### src/rtl/seq_div8by4.sv
// -----------------------------------------------------------------------------
// seq_div8by4
//
// Sequential restoring divider: 8-bit unsigned dividend / 4-bit unsigned
// divisor -> 8-bit quotient and 4-bit remainder. It is the inverse companion
// of the 4x4 array multiplier, so dividing an 8-bit product by one factor
// recovers the other. One quotient bit is produced per clock, MSB first,
// behind a start/done handshake.
//
// Ports:
//   clk          rising-edge clock
//   rst          asynchronous, active-high reset
//   start        request; only sampled while idle
//   dividend     8-bit unsigned dividend, sampled with start
//   divisor      4-bit unsigned divisor, sampled with start
//   busy         high while iterating (RUN)
//   done         one-cycle pulse; results valid while high
//   quotient     8-bit result, held until the next result is written
//   remainder    4-bit result, held until the next result is written
//   div_by_zero  set with done when the divisor was zero; held like results
//
// Timing: start accepted at edge N -> iterations at edges N+1..N+8, done high
// for the cycle after N+8, back in IDLE after N+9. A zero divisor skips RUN
// and raises done for the cycle after N.
// -----------------------------------------------------------------------------
module seq_div8by4 (
  input  logic       clk,
  input  logic       rst,
  input  logic       start,
  input  logic [7:0] dividend,
  input  logic [3:0] divisor,
  output logic       busy,
  output logic       done,
  output logic [7:0] quotient,
  output logic [3:0] remainder,
  output logic       div_by_zero
);

  typedef enum logic [1:0] {
    S_IDLE = 2'd0,
    S_RUN  = 2'd1,
    S_DONE = 2'd2
  } state_t;

  state_t      state_q;
  logic [7:0]  d_q;      // dividend shift register; quotient bits shift in at the LSB
  logic [3:0]  v_q;      // latched divisor
  logic [3:0]  r_q;      // partial remainder
  logic [2:0]  cnt_q;    // iteration counter, 0..7
  logic        busy_q;
  logic        done_q;
  logic [7:0]  quot_q;
  logic [3:0]  rem_q;
  logic        dbz_q;

  // One restoring iteration, computed from the current state.
  logic [4:0]  t_d;
  logic        qbit_d;
  logic [3:0]  r_d;
  logic [7:0]  d_d;

  always_comb begin
    t_d    = {r_q, d_q[7]};
    qbit_d = (t_d >= {1'b0, v_q});
    // The partial remainder is always below the divisor, so the top bit of a
    // 5-bit R is zero after every iteration and only 4 bits are kept. When the
    // subtract happens, T - V < V <= 15, so a 4-bit modular subtract is exact.
    r_d    = qbit_d ? (t_d[3:0] - v_q) : t_d[3:0];
    d_d    = {d_q[6:0], qbit_d};
  end

  always_ff @(posedge clk or posedge rst) begin
    if (rst) begin
      state_q <= S_IDLE;
      d_q     <= 8'h00;
      v_q     <= 4'h0;
      r_q     <= 4'h0;
      cnt_q   <= 3'd0;
      busy_q  <= 1'b0;
      done_q  <= 1'b0;
      quot_q  <= 8'h00;
      rem_q   <= 4'h0;
      dbz_q   <= 1'b0;
    end else begin
      case (state_q)
        S_IDLE: begin
          done_q <= 1'b0;
          busy_q <= 1'b0;
          if (start) begin
            d_q   <= dividend;
            v_q   <= divisor;
            r_q   <= 4'h0;
            cnt_q <= 3'd0;
            if (divisor == 4'h0) begin
              // Fast path: no iterations, publish the saturated result now.
              state_q <= S_DONE;
              done_q  <= 1'b1;
              quot_q  <= 8'hFF;
              rem_q   <= 4'h0;
              dbz_q   <= 1'b1;
            end else begin
              state_q <= S_RUN;
              busy_q  <= 1'b1;
            end
          end
        end

        S_RUN: begin
          d_q   <= d_d;
          r_q   <= r_d;
          cnt_q <= cnt_q + 3'd1;
          if (cnt_q == 3'd7) begin
            // Last iteration: results come straight from this step's values.
            state_q <= S_DONE;
            busy_q  <= 1'b0;
            done_q  <= 1'b1;
            quot_q  <= d_d;
            rem_q   <= r_d;
            dbz_q   <= 1'b0;
          end
        end

        S_DONE: begin
          // start is ignored here; the next request is taken in IDLE.
          done_q  <= 1'b0;
          state_q <= S_IDLE;
        end

        default: begin
          state_q <= S_IDLE;
          busy_q  <= 1'b0;
          done_q  <= 1'b0;
        end
      endcase
    end
  end

  assign busy        = busy_q;
  assign done        = done_q;
  assign quotient    = quot_q;
  assign remainder   = rem_q;
  assign div_by_zero = dbz_q;

endmodule

### config.mk
export PLATFORM = sky130hd
export DESIGN_NAME = seq_div8by4
export DESIGN_NICKNAME = d
export VERILOG_FILES = /design/src/rtl/seq_div8by4.sv
export SDC_FILE = /design/constraint.sdc
export NUM_CORES = 1
export LEC_CHECK = 0
export CAP_MARGIN = 25
export CORE_UTILIZATION = 56
export CTS_BUF_LIST = sky130_fd_sc_hd__clkbuf_16
export CTS_CLUSTER_DIAMETER = 50
export DETAILED_ROUTE_END_ITERATION = 7
export PLACE_DENSITY = 0.94
export SKIP_LAST_GASP = 1
export SLEW_MARGIN = 20
export SYNTH_ARGS = -nofsm -noshare
export SYNTH_HDL_FRONTEND = slang
export SYNTH_SLANG_ARGS = --single-unit
### constraint.sdc
create_clock -name clk -period 4.55 [get_ports clk]
set_input_delay 0.455 -clock clk [delete_from_list [all_inputs] [get_ports clk]]
set_output_delay 0.455 -clock clk [all_outputs]
set_load 0.1 [all_outputs]
==> flow_summary_export.csv <==
group,metric,value,unit
outcome,status,"complete, but fails checks",
outcome,violations,"design-rule violations",
clocking,h-tree-depth,2,
clocking,tritoncts,"built",
cells_and_area,area_delta_synth_final,26.11,%
sta,timing.final.crit_period,2253,ps
cells_and_area,n_antenna_cell,0,
global_route,grt_usage,26.69,%
sta,grt_setup_unrepaired,"false",
clocking,root_buffer,"clkbuf_16",
cells_and_area,drive_gt1_share,13.46,%
clocking,cts_setup_buffers,0,
placement,gp_congestion,0.8166,
sta,max_slew_margin,33.69,%
floorplan,start_util,60.96,%
route,wire_per_inst,16.16,µm
critical_path,ff2ff_setup_slack,2660,ps
route,via_per_inst,5.799,
yosys,yosysTopAreaCellShare,51.80,%
placement,port_buffers,29,
route,routed_wl,3862,µm
sta,skew,5.511,ps
yosys,synth-seq-cells,36,
sta,final_max_slew_viol_count,0,
route,firstDrtPassIters,6,
yosys,netlist_instances,178,
hold_path,worstHoldEndpoint,"quotient[5]",
route,initialDrtViolationCount,79,
critical_path,worstPathCellList,"clkdlybuf4s50_1",
critical_path,r2r_cells,6,
critical_path,cp_num_cells,1,
yosys,ys_types,34,
route,ant_nets,0,
yosys,yosys_warnings,0,
flow_run,drv_cap,0,
critical_path,worstSetupPathType,"reg -> out",
critical_path,critPathRequiredTime,4090,ps
floorplan,rows,19,
cells_and_area,fin_nets,229,
hold_path,min_from,"quotient[5]",
clocking,cts-hold-fix-buffers,0,
route,vias,1386,
sta,fmax,443.8,MHz
hold_path,min_path_cells,2,
placement,dp_hpwl,2561,µm
floorplan,die_h,57.73,µm
critical_path,r2r-start,"r_q[2]",
critical_path,critPathBufInv,1,
clocking,clk-insertion-delay-late,280,ps
clocking,clockBufferDepth,2,
floorplan,core_area,0.002853,mm²
sta,finalCritPeriodShare,49.52,%
yosys,ys.flop_type,"dfrtp_1",
yosys,synth-edff-count,0,
critical_path,cp-end-kind,"output pin",
yosys,synth_area_leaders,"dfrtp_1 (52%), nand2_1 (9.7%), o21ai_0 (4.9%), ha_1 (4.3%), o21ai_2 (4.0%)",
sta,max_slew.worst_pin.slew,991.5,ps
floorplan,pin_count,30,
route,drc_errors,3,
critical_path,crit_family,"buffers and inverters",
sta,hold_viol_final,0,
yosys,synthArstFlopShare,100.0,%
critical_path,crit_fanout,2,
yosys,synth_area_leader_cell,"dfrtp_1",
clocking,cts.sinks,36,
global_route,antenna_found_initial,0,
yosys,synthesis.area,0.001739,mm²
critical_path,timing.rr.end,"remainder[0]",
yosys,seq_area_frac_synth,51.80,%
global_route,first_global_vias,1444,
yosys,synth_area_per_cell,9.771,µm²
critical_path,cp.arrival,1800,ps
yosys,synth_fp_nets,200,
critical_path,max_stage_delay,1150,ps
global_route,grt_first_pass_wirelength,6506,µm
global_route,grt_overflow,0,
sta,tns,0,ps
clocking,clk_pin_slew,60,ps
critical_path,cp_slowest_cell,"clkdlybuf4s50_1",
hold_path,hold_path_class,"reg -> reg",
global_route,grt_max_degree,37,
floorplan,die_w,57.73,µm
sta,finalSetupViolCount,0,
clocking,cts_resized,0,
floorplan,dieArea,0.003333,mm²
clocking,cts-buffers-inserted,5,
critical_path,start_kind,"flip-flop",
## registers in the layout (all words and copies together) (netlist names)
name,flops
busy,1
cnt_q,3
d_q,8
div_by_zero,1
done,1
quotient,8
r_q,4
remainder,4
state_q,2
v_q,4
## cells by family after synthesis
group	after synthesis	synth area share, %
DFF	36	51.80
xor gates and xnor gates	1	0.5037
muxes	3	2.302
AOI/OAI and AO/OA	45	18.13
adders and majority gates	7	5.468
buffers and inverters	16	4.605
and+or+nand+nor	70	17.20
## final cells by class
class                   count  area (µm²)
clock buffers               5       125.1
clock inverters             3       42.54
fillers                   182       659.4
inverters                   8       30.03
multi-input cells         126       758.2
flip-flops and latches     36       900.9
well taps                  31       38.79
repair buffers             30       297.8
## routing by layer
layer	share of wire, %	vias up	global-route usage, %	wire (µm)
met3	6.3	9	7.143	243
met4	1.4	0	8.844	55
li1	-	661	-	-
met1	40	666	31.58	1557
met2	52	50	47.34	2005
met5	0	-	0	0
## worst max-delay path by stage
| stage | from | slack, ps | end |
|---|---|---|---|
| 5_1_grt | quotient[7] | 2280 | quotient[7] |
| 6_report | remainder[0] | 2300 | remainder[0] |
| 4_1_cts | remainder[0] | 2300 | remainder[0] |
| 3_5_place_dp | divisor[0] | 2330 | remainder[3] |
| 3_3_place_gp | divisor[0] | 2370 | remainder[0] |
| 2_1_floorplan | r_q[1] | 2880 | remainder[0] |
## per-stage QoR
step                      setup slack, ps  instances  cell area [µm²]  utilization, %  hold WS [ps]
after global routing                 2281        239             2193           76.89         505.1
after global placement               2367        231             2026           71.01         460.0
after CTS                            2302        239             2193           76.89         476.8
after detailed placement             2335        231             2026           71.01         465.3
after floorplan                      2876        178             1739               -         449.7
final                                2297        239             2193           76.89         473.7
## placed cells by master, fill, tap and decap left out, drive strengths merged, types with 2 or more instances in the layout
cell	count
o31ai	4
nand2	45
a21oi	2
ha	6
dfrtp	36
a31oi	8
clkdlybuf4s50	29
nand2b	4
o21ai	25
clkbuf	5
mux2	2
inv	8
nor2	14
## cell usage after synthesis (2+ instances only)
| cell type | number |
|---|---|
| a21oi_1 | 2 |
| a31oi_1 | 8 |
| buf_2 | 4 |
| buf_6 | 2 |
| clkbuf_1 | 2 |
| dfrtp_1 | 36 |
| ha_1 | 6 |
| inv_1 | 7 |
| mux2_4 | 2 |
| nand2_1 | 45 |
| nand2b_1 | 4 |
| nor2_1 | 13 |
| o21ai_0 | 17 |
| o21ai_2 | 8 |
| o31ai_1 | 2 |
| o31ai_2 | 2 |
Power is not shown: default switching activity piles up to over one toggle a cycle in this logic, so the estimate is an artifact.
